--- config.mk ---
export PLATFORM = sky130hd
export DESIGN_NAME = rob_mc
export DESIGN_NICKNAME = d
export VERILOG_FILES = /design/src/rtl/rob_mc.sv
export SDC_FILE = /design/constraint.sdc
export NUM_CORES = 1
export LEC_CHECK = 0
export BUFFER_PORTS_ARGS = -buffer_cell sky130_fd_sc_hd__buf_2
export CAP_MARGIN = 10
export CORE_ASPECT_RATIO = 1.4
export CORE_MARGIN = 2
export CORE_UTILIZATION = 45
export DETAILED_ROUTE_END_ITERATION = 7
export GPL_TIMING_DRIVEN = 0
export SLEW_MARGIN = 20
export SYNTH_ARGS = -nofsm -noshare
export SYNTH_HDL_FRONTEND = slang
export SYNTH_HIERARCHICAL = 1
export SYNTH_SLANG_ARGS = --single-unit
export TNS_END_PERCENT = 50
--- constraint.sdc ---
create_clock -name clk -period 12.5 [get_ports clk]
set_input_delay 2.5 -clock clk [delete_from_list [all_inputs] [get_ports clk]]
set_output_delay 2.5 -clock clk [all_outputs]
set_load 0.05 [all_outputs]
--- src/rtl/rob_mc.sv ---
// rob_mc: multi-retire reorder buffer with an internal tag-to-slot map for recovery.
// Define ROB_STATS_EN to add saturating retire/recover/full/bad-recover counters.

module rob_mc_lane #(
  parameter int PREG_W = 7
) (
  input  logic              i_commit,
  input  logic              i_rd_used,
  input  logic [PREG_W-1:0] i_old_prd,
  output logic              o_free_req,
  output logic [PREG_W-1:0] o_free_preg
);
  // preg 0 is never returned to the free list
  assign o_free_req  = i_commit && i_rd_used && (i_old_prd != '0);
  assign o_free_preg = o_free_req ? i_old_prd : '0;
endmodule

module rob_mc #(
  parameter int  DEPTH    = 16,
  parameter int  COMMIT_W = 2,
  parameter int  WB_PORTS = 3,
  parameter int  ROB_W    = $clog2(DEPTH),
  parameter int  PREG_W   = 7,
  localparam int CNT_W    = $clog2(COMMIT_W+1)
) (
  input  logic                       clk,
  input  logic                       rst,
  input  logic                       flush_i,
  input  logic                       recover_i,
  input  logic [ROB_W-1:0]           recover_tag_i,
  input  logic                       alloc_valid_i,
  input  logic [ROB_W-1:0]           alloc_tag_i,
  input  logic                       alloc_rd_used_i,
  input  logic [PREG_W-1:0]          alloc_old_prd_i,
  output logic                       ready_o,
  input  logic [WB_PORTS-1:0]        wb_valid_i,
  input  logic [WB_PORTS*ROB_W-1:0]  wb_tag_i,
  output logic [COMMIT_W-1:0]        commit_o,
  output logic [CNT_W-1:0]           commit_cnt_o,
  output logic [COMMIT_W-1:0]        free_req_o,
  output logic [COMMIT_W*PREG_W-1:0] free_preg_o,
  output logic [DEPTH-1:0]           live_tag_o,
  output logic [ROB_W:0]             count_o
`ifdef ROB_STATS_EN
  ,
  output logic [31:0]                stat_retired_o,
  output logic [31:0]                stat_recover_o,
  output logic [31:0]                stat_full_o,
  output logic [31:0]                stat_bad_recover_o
`endif
);
  localparam logic [ROB_W:0] FULL = (ROB_W+1)'(DEPTH);

  logic [DEPTH-1:0]             r_valid, r_done, r_rd_used;
  logic [DEPTH-1:0][ROB_W-1:0]  r_tag, r_map;
  logic [DEPTH-1:0][PREG_W-1:0] r_old_prd;
  logic [ROB_W-1:0]             r_head, r_tail;
  logic [ROB_W:0]               r_count;

  logic [DEPTH-1:0]               w_live, w_wb_hit;
  logic [DEPTH-1:0][ROB_W-1:0]    w_off;
  logic [COMMIT_W-1:0][ROB_W-1:0] w_cidx;
  logic [COMMIT_W-1:0]            w_commit;
  logic [CNT_W-1:0]               w_n;
  logic                           w_run, w_rec, w_alloc;
  logic [ROB_W-1:0]               w_rslot;
  logic [ROB_W:0]                 w_keep;

  assign ready_o      = (r_count < FULL);
  assign count_o      = r_count;
  assign live_tag_o   = w_live;
  assign commit_o     = w_commit;
  assign commit_cnt_o = w_n;

  always_comb begin
    w_live = '0;
    for (int i = 0; i < DEPTH; i++)
      if (r_valid[i]) w_live[r_tag[i]] = 1'b1;
  end

  always_comb begin
    w_wb_hit = '0;
    for (int i = 0; i < DEPTH; i++)
      for (int p = 0; p < WB_PORTS; p++)
        if (wb_valid_i[p] && (wb_tag_i[p*ROB_W +: ROB_W] == r_tag[i])) w_wb_hit[i] = 1'b1;
  end

  // keep is one wider than a slot index so a full ROB recovering to its youngest entry keeps DEPTH
  assign w_rslot = r_map[recover_tag_i];
  assign w_keep  = {1'b0, ROB_W'(w_rslot - r_head)} + (ROB_W+1)'(1);
  assign w_rec   = recover_i && w_live[recover_tag_i] && !flush_i && !rst;
  assign w_alloc = alloc_valid_i && ready_o && !recover_i && !flush_i && !rst;

  genvar gi;
  generate
    for (gi = 0; gi < DEPTH; gi++) begin : g_off
      assign w_off[gi] = ROB_W'(gi) - r_head;
    end
    for (gi = 0; gi < COMMIT_W; gi++) begin : g_lane
      assign w_cidx[gi] = r_head + ROB_W'(gi);
      rob_mc_lane #(.PREG_W(PREG_W)) u_lane (
        .i_commit   (w_commit[gi]),
        .i_rd_used  (r_rd_used[w_cidx[gi]]),
        .i_old_prd  (r_old_prd[w_cidx[gi]]),
        .o_free_req (free_req_o[gi]),
        .o_free_preg(free_preg_o[gi*PREG_W +: PREG_W])
      );
    end
  endgenerate

  // Retire the contiguous done prefix from head; a recovery also caps it at the kept region.
  always_comb begin
    w_n      = '0;
    w_commit = '0;
    w_run    = !flush_i && !rst;
    for (int k = 0; k < COMMIT_W; k++) begin
      if (w_run && r_valid[w_cidx[k]] && r_done[w_cidx[k]] &&
          ((ROB_W+1)'(k) < r_count) && (!w_rec || ((ROB_W+1)'(k) < w_keep))) begin
        w_commit[k] = 1'b1;
        w_n         = w_n + CNT_W'(1);
      end else begin
        w_run = 1'b0;
      end
    end
  end

  always_ff @(posedge clk) begin
    if (rst || flush_i) begin
      r_valid   <= '0;
      r_done    <= '0;
      r_rd_used <= '0;
      r_tag     <= '0;
      r_old_prd <= '0;
      r_map     <= '0;
      r_head    <= '0;
      r_tail    <= '0;
      r_count   <= '0;
    end else begin
      for (int i = 0; i < DEPTH; i++)
        if (r_valid[i] && w_wb_hit[i]) r_done[i] <= 1'b1;
      for (int k = 0; k < COMMIT_W; k++)
        if (w_commit[k]) begin
          r_valid[w_cidx[k]] <= 1'b0;
          r_done[w_cidx[k]]  <= 1'b0;
        end
      r_head <= r_head + ROB_W'(w_n);
      if (w_rec) begin
        for (int i = 0; i < DEPTH; i++)
          if ({1'b0, w_off[i]} >= w_keep) begin
            r_valid[i] <= 1'b0;
            r_done[i]  <= 1'b0;
          end
        r_tail  <= w_rslot + ROB_W'(1);
        r_count <= w_keep - (ROB_W+1)'(w_n);
      end else begin
        if (w_alloc) begin
          r_valid[r_tail]    <= 1'b1;
          r_done[r_tail]     <= 1'b0;
          r_tag[r_tail]      <= alloc_tag_i;
          r_rd_used[r_tail]  <= alloc_rd_used_i;
          r_old_prd[r_tail]  <= alloc_old_prd_i;
          r_map[alloc_tag_i] <= r_tail;
          r_tail             <= r_tail + ROB_W'(1);
        end
        r_count <= r_count + (ROB_W+1)'(w_alloc) - (ROB_W+1)'(w_n);
      end
    end
  end

`ifdef ROB_STATS_EN
  logic [31:0] r_st_ret, r_st_rec, r_st_full, r_st_bad;

  function automatic logic [31:0] sat_add(input logic [31:0] a, input logic [31:0] b);
    logic [32:0] s;
    s = {1'b0, a} + {1'b0, b};
    return s[32] ? '1 : s[31:0];
  endfunction

  always_ff @(posedge clk) begin
    if (rst || flush_i) begin
      r_st_ret  <= '0;
      r_st_rec  <= '0;
      r_st_full <= '0;
      r_st_bad  <= '0;
    end else begin
      r_st_ret  <= sat_add(r_st_ret, 32'(w_n));
      r_st_rec  <= sat_add(r_st_rec, 32'(w_rec));
      r_st_full <= sat_add(r_st_full, 32'(alloc_valid_i && !ready_o));
      r_st_bad  <= sat_add(r_st_bad, 32'(recover_i && !w_live[recover_tag_i]));
    end
  end

  assign stat_retired_o     = r_st_ret;
  assign stat_recover_o     = r_st_rec;
  assign stat_full_o        = r_st_full;
  assign stat_bad_recover_o = r_st_bad;
`endif
endmodule

; After elaboration in Yosys (flattened, before gate mapping)
; Index checks and enable logic that the tools add are counted.
[totals]
regBits = 301
inputBits = 36
[classes]
n_eq_ne = 48
add_sub_neg = 26
bitwise = 25
n_lt_le_gt_ge = 62
mux = 218
reduce_logical = 115
[op_table]
columns = op, n
row1 = two-way mux 16 bit, 28
row2 = bitwise OR 16 bit, 16
row3 = equality test 4 bit, 48
row4 = two-way mux 1 bit, 142
row5 = bitwise mux 64 bit, 2
row6 = bitwise mux 112 bit, 1
row7 = "less-than comparator 4 x 5 -> 1 bit, second input constant", 21
row8 = logical AND 1 bit, 104
row9 = AND 16 bit, 5
row10 = "greater-or-equal comparator 4 x 1 -> 1 bit, second input constant", 20
row11 = greater-or-equal comparator 4 x 5 -> 1 bit, 16
row12 = demux 1 bit (select 4 bit), 19
row13 = binary-select mux 7 bit (select 4 bit), 2
row14 = inverter 16 bit, 3
row15 = two-way mux 7 bit, 5
row16 = demux 4 bit (select 4 bit), 2
row17 = "subtractor 4 bit, first input constant", 8
row18 = binary-select mux 1 bit (select 4 bit), 7
row19 = demux 7 bit (select 4 bit), 1
row20 = "less-than comparator 1 x 5 -> 1 bit, first input constant", 4
row21 = two-way mux 4 bit, 5
row22 = binary-select mux 4 bit (select 4 bit), 1
row23 = bitwise mux 16 bit, 1
row24 = "subtractor 3 x 4 -> 4 bit, first input constant", 4
row25 = 18 further kinds, 29

; Logic depth before layout (Yosys ltp)
; Gate-level depths: netlist (run 1).
[depth]
word_depth = 54
depth_mapped = 29

; Cells and area by module
; Netlist (run 1), hierarchy kept.
[by_module_without_submodules]
columns = module, instances, area_per_inst_um2, seq_area_each_um2, cells_each
row1 = rob_mc, 1, 20352.0, 6025.8, 2513
row2 = rob_mc_lane, 2, 71.3, 0.0, 11

; Least setup slack after synthesis (run 1)
; OpenSTA, ideal clock, no wires.
[synth_timing]
path_kind = input-to-output
start = input port recover_tag_i[0]
end = output port free_req_o[1]
arrival_time_ns = 8.922
path_buffers = 5
path_stages = 19
t_required_ns = 10.000
slack_ns = 1.078
cell_sequence = buf_2 buf_1 buf_2 mux4_2 mux4_2 inv_1 ha_1 inv_1 fa_1 xor2_1 nand3_1 xnor3_2 and4_1 buf_4 buf_4 and2_1 a211oi_1 nand2_1 a21oi_1
[synth_via]
elab_chain_cells = 16
elab_cells_between_ends = 23
classes_between = add/sub (2) / order compare (2) / mux (6) / reduce/logical (13)
[synth_lines]
columns = item, line_no
row1 = start: declaration, 30  ; input logic [ROB_W-1:0] recover_tag_i,
row2 = "parallel branches: the longest is 12 deep, another holds adder 4 x 1 -> 5 bit", -
row3 = logical AND 1 bit *, 118  ; ((ROB_W+1)'(k) < r_count) && (!w_rec || ((ROB_W+1)'(k) < w_keep))) begin
row4 = two-way mux 1 bit *, 117  ; if (w_run && r_valid[w_cidx[k]] && r_done[w_cidx[k]] &&
row5 = via commit_o[1], 38  ; output logic [COMMIT_W-1:0] commit_o,
row6 = logical AND 1 bit * (2 in series), 14  ; assign o_free_req = i_commit && i_rd_used && (i_old_prd != '0);
row7 = end: declaration, 40  ; output logic [COMMIT_W-1:0] free_req_o,
; Mark *: on every way through the listed nets, which the timed path passes. The select of a mux whose other input is x is not followed.

; Worst setup path after layout (run 1)
[layout_timing]
start = input port recover_tag_i[0]
end = output port free_req_o[0]
[layout_via]
elab_chain_cells = 11
elab_cells_between_ends = 16
classes_between = add/sub (2) / order compare (1) / mux (5) / reduce/logical (8)
[layout_lines]
columns = item, line_no
row1 = "parallel branches: the longest is 6 deep, another holds adder 4 x 1 -> 5 bit", -
row2 = logical OR 1 bit *, 118
row3 = logical AND 1 bit *, 118
row4 = two-way mux 1 bit *, 117
row5 = logical AND 1 bit * (2 in series), 14
; Mark *: on every way between the ends. The select of a mux whose other input is x is not followed.

==> results of run 1 <==
[cell type report]
type | count | area (um2)
multi-input cells | 1950 | 13400
plain buffers | 246 | 956
clock inverters | 11 | 191
inverters | 38 | 143
well taps | 611 | 764
fillers | 4452 | 22300
diodes | 3 | 7.51
repair buffers | 57 | 293
clock buffers | 45 | 878
flip-flops and latches | 301 | 6030
[kinds of logic after synthesis]
family | count (synthesis) | share of synthesized area (%)
buffers and inverters | 284 | 5.34
adders and majority gates | 69 | 4.36
DFF | 301 | 29.4
muxes | 171 | 15.0
xor gates and xnor gates | 220 | 9.47
and+or+nand+nor | 996 | 22.0
AOI/OAI and AO/OA | 494 | 14.4
[worst max-delay path by stage]
stage / from / end / cells after the start / slack, ps
finish: recover_tag_i[0] / free_req_o[0] / 21 / 1600
floorplan: recover_tag_i[0] / free_req_o[1] / 19 / 1080
CTS: recover_tag_i[0] / commit_cnt_o[0] / 18 / 1410
global placement: recover_tag_i[0] / commit_cnt_o[1] / 19 / 500
global route: recover_tag_i[0] / free_req_o[0] / 21 / 1310
detailed placement: recover_tag_i[0] / commit_cnt_o[0] / 18 / 1420
[metal layers]
metal / wire [um] / share of wire (%)
met1: 33000 / 33
met3: 8580 / 8.6
met4: 11100 / 11
met2: 47300 / 47
met5: 10 / 0.010
[power by group]
part / switching [mW] / total [mW] / internal, mW
Sequential: 0.00136 / 0.961 / 0.960
Clock: 0.421 / 1.01 / 0.589
Combinational: 0.104 / 0.140 / 0.0360
[critical path, cell delays in order]
cell and delay [ps]:
buf_2 270, buf_1 620, buf_2 470, mux4_2 590, mux4_2 530, inv_1 140
ha_1 160, inv_1 60, fa_1 370, xor2_1 300, nand3_1 140, xnor3_2 450
and4_1 290, buf_4 160, buf_4 170, and2_1 180, a21boi_1 210, buf_4 270
nand2_1 80, a21oi_1 120, buf_2 280
[synthesized netlist by cell type, drive strengths merged (2+ instances only)]
library cell | n | area share [%]
ha | 65 | 4.0
o21ai | 28 | 0.68
nand4 | 17 | 0.52
or3 | 3 | 0.092
nor2 | 145 | 2.7
nand3 | 70 | 1.7
nor2b | 4 | 0.12
o311ai | 2 | 0.085
a31oi | 32 | 0.98
or4 | 2 | 0.073
o211ai | 12 | 0.44
nor3 | 88 | 2.1
or3b | 16 | 0.68
a21oi | 238 | 5.8
o22ai | 101 | 3.1
xnor2 | 69 | 2.9
and4 | 2 | 0.085
xor2 | 150 | 6.4
or2 | 9 | 0.27
mux2i | 62 | 3.0
nor4b | 3 | 0.13
buf | 39 | 0.85
dfxtp | 301 | 29
nand2 | 509 | 9.3
nor4 | 30 | 0.98
o32ai | 15 | 0.64
a21o | 29 | 1.1
fa | 4 | 0.39
nand3b | 33 | 1.2
and3 | 17 | 0.53
nor3b | 3 | 0.11
o31ai | 10 | 0.37
mux4 | 109 | 12
and2 | 5 | 0.15
o41ai | 19 | 0.92
inv | 37 | 0.68
a211oi | 5 | 0.18
nand2b | 39 | 1.2
clkbuf | 207 | 3.8
[cell usage in the layout (no fill, tap or decap), types with 64 or more instances in the layout]
| cell type | instances |
|---|---|
| dfxtp_1 | 301 |
| mux4_2 | 109 |
| xnor2_1 | 68 |
| ha_1 | 65 |
| xor2_1 | 150 |
| nor3_1 | 88 |
| o22ai_1 | 101 |
| nor2_1 | 145 |
| nand2_1 | 509 |
| buf_2 | 64 |
| clkbuf_1 | 215 |
| nand3_1 | 70 |
| a21oi_1 | 238 |
[sequential cells by signal, indices dropped and copies added, names as in the netlist, 5 cells and up]
signal	flops
count_o	5
r_done	16
r_map	64
r_old_prd	112
r_rd_used	16
r_tag	64
r_valid	16
==> results_dict.tcl, run 1 <==
set metrics [dict create \
    yosys_warnings 6 \
    cts_tree "done" \
    yosysSeqAreaShare_pct 29.4 \
    setup_ws_ps 1600 \
    chipWidth_um 184 \
    setup_tns_ps 0 \
    slew_headroom_pct 16.8 \
    avgSynthCellArea_um2 8.08 \
    status "completed" \
    clk_pin_slew_worst_paths_ps 70 \
    gp_congestion 1.08 \
    floorplan.initialDensity_pct 45.5 \
    wl_um 100000 \
    grt_pass1_wl_um 142000 \
    synth_nets 2640 \
    pre_cts_ws_ps 1420 \
    cts_buffers 31 \
    synthesis.area_um2 20500 \
    maxCapViolations 0 \
    nets 2730 \
    cp.required_ps 10000 \
    post-route-min-period_ps 10900 \
    synth_cell_type_count 53 \
    ys.flop_type "dfxtp_1" \
    core_area_um2 45000 \
    power_mw 2.11 \
    synthCells 2535 \
    pin_count 78 \
    grt.busiest_layer "met2" \
    synth_edf_count 0 \
    die-area_um2 47300 \
    p_leak_nw 7.83 \
    worstPathMaxFanout 20 \
    r2r_slack_ps 6290 \
    worstMarginPinSlew_ps 1230 \
    vias_per_cell 6.48 \
    cts.sink_count 301 \
    first_global_vias 20400 \
    setup_viol 0 \
    num_vias 21100 \
    drive_above_1_share_pct 10.1 \
    use_met2_pct 69.3 \
    root_buffer "clkbuf_16" \
    powerDensity_nw_per_um2 93.2 \
    ys_ff_latch 301 \
    fin_area_um2 22700 \
    routedWlPerCell_um 30.6 \
    grt_use_met1_pct 44.0 \
    arrival_ps 8400 \
    grt-ovfl-total 0 \
    cts_setup_buffers 0 \
    dieHeight_um 257 \
    worstRegToRegCells 22 \
    drtAntennaViolNets 0 \
    hold-path-endpoint "r_old_prd[101]" \
    maxSlewViolCount 0 \
    grt_usage_pct 41.9 \
    syn_to_final_growth_pct 10.6 \
    drt_iter0_markers 2153 \
    dpl-instance-area_um2 21600 \
    rsz0062_at_grt "false" \
    hold_violations 0 \
    holdBufCountCts 0 \
    worstSkewPairLatency_ps 610 \
    holdCritPathClass "reg -> reg" \
    skew_ps 31.3 \
    port_buffers 53 \
    criticalPathCategory "in -> out" \
    grt_max_degree 21 \
    max_freq_mhz 91.7 \
    hold_ws_ps 468 \
    ys_async_sr_fraction_pct 0 \
    min_period_over_period_pct 87.2 \
    grt_util_met3_pct 9.81 \
    r2r-start "r_head[1]" \
    drc 0 \
    dpl.hpwl_um 76400 \
    place_inst 3201 \
    first_pass_iters 6 \
    ir_worst_vdd_mv 0.141 \
    r2r-end "count_o[4]" \
    ctsLongestPathBuffers 3 \
    finish.utilization_pct 50.3 \
    rows 92 \
    crit_path_start_kind "input pin" \
    cts-htree-levels 1 \
    finalNonFillerCells 3262 \
    end_kind "output pin" \
    antenna_found_initial 4 \
    cts_resized 0 \
    min_path_cells 2 \
    min-delay-start "r_old_prd[101]" \
]
Power figures use the tool's default switching activity.
==> inputs of run 2 (changes only) <==
--- a/config.mk
+++ b/config.mk
@@ -11,7 +11,7 @@
 export CORE_MARGIN = 2
 export CORE_UTILIZATION = 45
 export DETAILED_ROUTE_END_ITERATION = 7
-export GPL_TIMING_DRIVEN = 0
+export PLACE_DENSITY_LB_ADDON = 0.08
 export SLEW_MARGIN = 20
 export SYNTH_ARGS = -nofsm -noshare
 export SYNTH_HDL_FRONTEND = slang
==> run 2 against run 1 <==
Effect of this change: register-to-register slack worse by 320 ps; final area fell by 2.4%; sequential share of layout area grew 0.67 points; largest power group unchanged; critical path type unchanged; clock skew shrank 7.4 ps.
==> results_dict.tcl, run 2 (synthesized netlist as in run 1, its figures left out) <==
set metrics [dict create \
    cp_cell_sequence "buf_2, mux4_2, mux4_2, inv_1, ha_1, inv_1, a21o_1, a21oi_1, xnor2_1, xnor2_1, nand3_1, and4_1, buf_4, and2_1, a21boi_0, buf_4, nand2_1, a21oi_1, buf_2" \
    antenna_found_initial 5 \
    min_period_over_period_pct 84.4 \
    ir_worst_vdd_mv 0.103 \
    grt_usage_pct 38.3 \
    finalNonFillerCells 3069 \
    worstSkewPairLatency_ps 610 \
    syn_to_final_growth_pct 7.94 \
    status "completed" \
    grt_max_degree 99 \
    place_inst 3010 \
    worstRegToRegCells 22 \
    critPathSlowestCell "mux4_2" \
    min_path_cells 2 \
    cp.required_ps 10000 \
    use_met2_pct 63.8 \
    rsz0062_at_grt "false" \
    largest_reg_flops 112 \
    power_mw 2.08 \
    regMostFlops "r_old_prd" \
    gp_congestion 1.08 \
    skew_ps 23.9 \
    r2r-start "r_head[1]" \
    floorplan.initialDensity_pct 45.5 \
    grt.busiest_layer "met2" \
    crit_family "buffers and inverters" \
    layout_commonest_cell "nand2_1" \
    routedWlPerCell_um 29.9 \
    p_leak_nw 7.72 \
    cp_num_buf_inv 6 \
    hold_ws_ps 469 \
    num_vias 19700 \
    cpPeakStageDelay_ps 610 \
    cts_resized 0 \
    cts_tree "done" \
    grt_pass1_wl_um 131000 \
    final_cell_mix "nand2_1 (509), dfxtp_1 (299), a21oi_1 (238), xor2_1 (150), nor2_1 (139)" \
    setup_tns_ps 0 \
    pin_count 78 \
    ctsLongestPathBuffers 3 \
    port_buffers 77 \
    dpl.hpwl_um 65100 \
    hold_violations 0 \
    grt_util_met3_pct 9.98 \
    drt_iter0_markers 1930 \
    worstMarginPinSlew_ps 1140 \
    cts_setup_buffers 0 \
    slew_headroom_pct 23.7 \
    dieHeight_um 257 \
    root_buffer "clkbuf_16" \
    nets 2538 \
    post-route-min-period_ps 10550 \
    arrival_ps 8050 \
    min-delay-start "r_old_prd[36]" \
    end_kind "output pin" \
    finish.utilization_pct 49.1 \
    rows 92 \
    cts_buffers 31 \
    worstPathMaxFanout 33 \
    cp_num_cells 19 \
    criticalPathCategory "in -> out" \
    chipWidth_um 184 \
    clk_pin_slew_worst_paths_ps 60 \
    holdBufCountCts 0 \
    grt_use_met1_pct 40.6 \
    powerDensity_nw_per_um2 94.1 \
    setup_viol 0 \
    top_regs "r_old_prd x112, r_map x64, r_tag x64" \
    drive_above_1_share_pct 13.1 \
    wl_um 91800 \
    maxSlewViolCount 0 \
    grt-ovfl-total 0 \
    first_global_vias 19200 \
    die-area_um2 47300 \
    core_area_um2 45000 \
    crit_start "recover_tag_i[0]" \
    cts.sink_count 301 \
    first_pass_iters 6 \
    vias_per_cell 6.43 \
    max_freq_mhz 94.8 \
    cts-htree-levels 1 \
    drtAntennaViolNets 0 \
    holdCritPathClass "reg -> reg" \
    maxCapViolations 0 \
    crit_path_start_kind "input pin" \
    drc 0 \
]
-- run 2: power by group --
part / internal [mW] / switching (mW)
Clock: 0.574 / 0.421
Combinational: 0.0329 / 0.0939
Sequential: 0.960 / 0.00129
Total: 1.57 / 0.516
-- run 2: area by class of cell --
class,count,area [um2]
clock inverter,10,148
timing repair buffer,111,641
multi-input combinational,1950,13500
clock buffer,47,926
fill,4429,22900
inverter,38,143
sequential,301,6030
tap,611,764
antenna,1,2.50
-- run 2: per-stage QoR --
stage,cell area [um2],setup WS (ps)
floorplan,20500,1080
global placement,21000,2170
detailed placement,21000,2050
CTS,22100,2040
global route,22100,1720
finish,22100,1950
-- run 2: layer usage --
metal	vias to the layer above	part of all wire [%]
li1	8720	-
met1	9601	34
met2	1017	47
met3	381	9.0
met4	6	9.7
met5	-	0.039
-- run 2: worst register-to-register path, delay by kind of cell (launching register included) --
kind            cells  cell delay, ps
simple gates        3            1240
compound gates      6            1300
flops               1             310
buf+inv             6            1470
fa+ha+maj           4            1660
xor+xnor            3             480
-- run 2: final timing paths --
path                         to  slack (ps)
setup reg to reg     count_o[4]        5970
setup / recovery  free_req_o[0]        1950
hold / removal    r_old_prd[36]         470
hold reg to reg   r_old_prd[36]         470
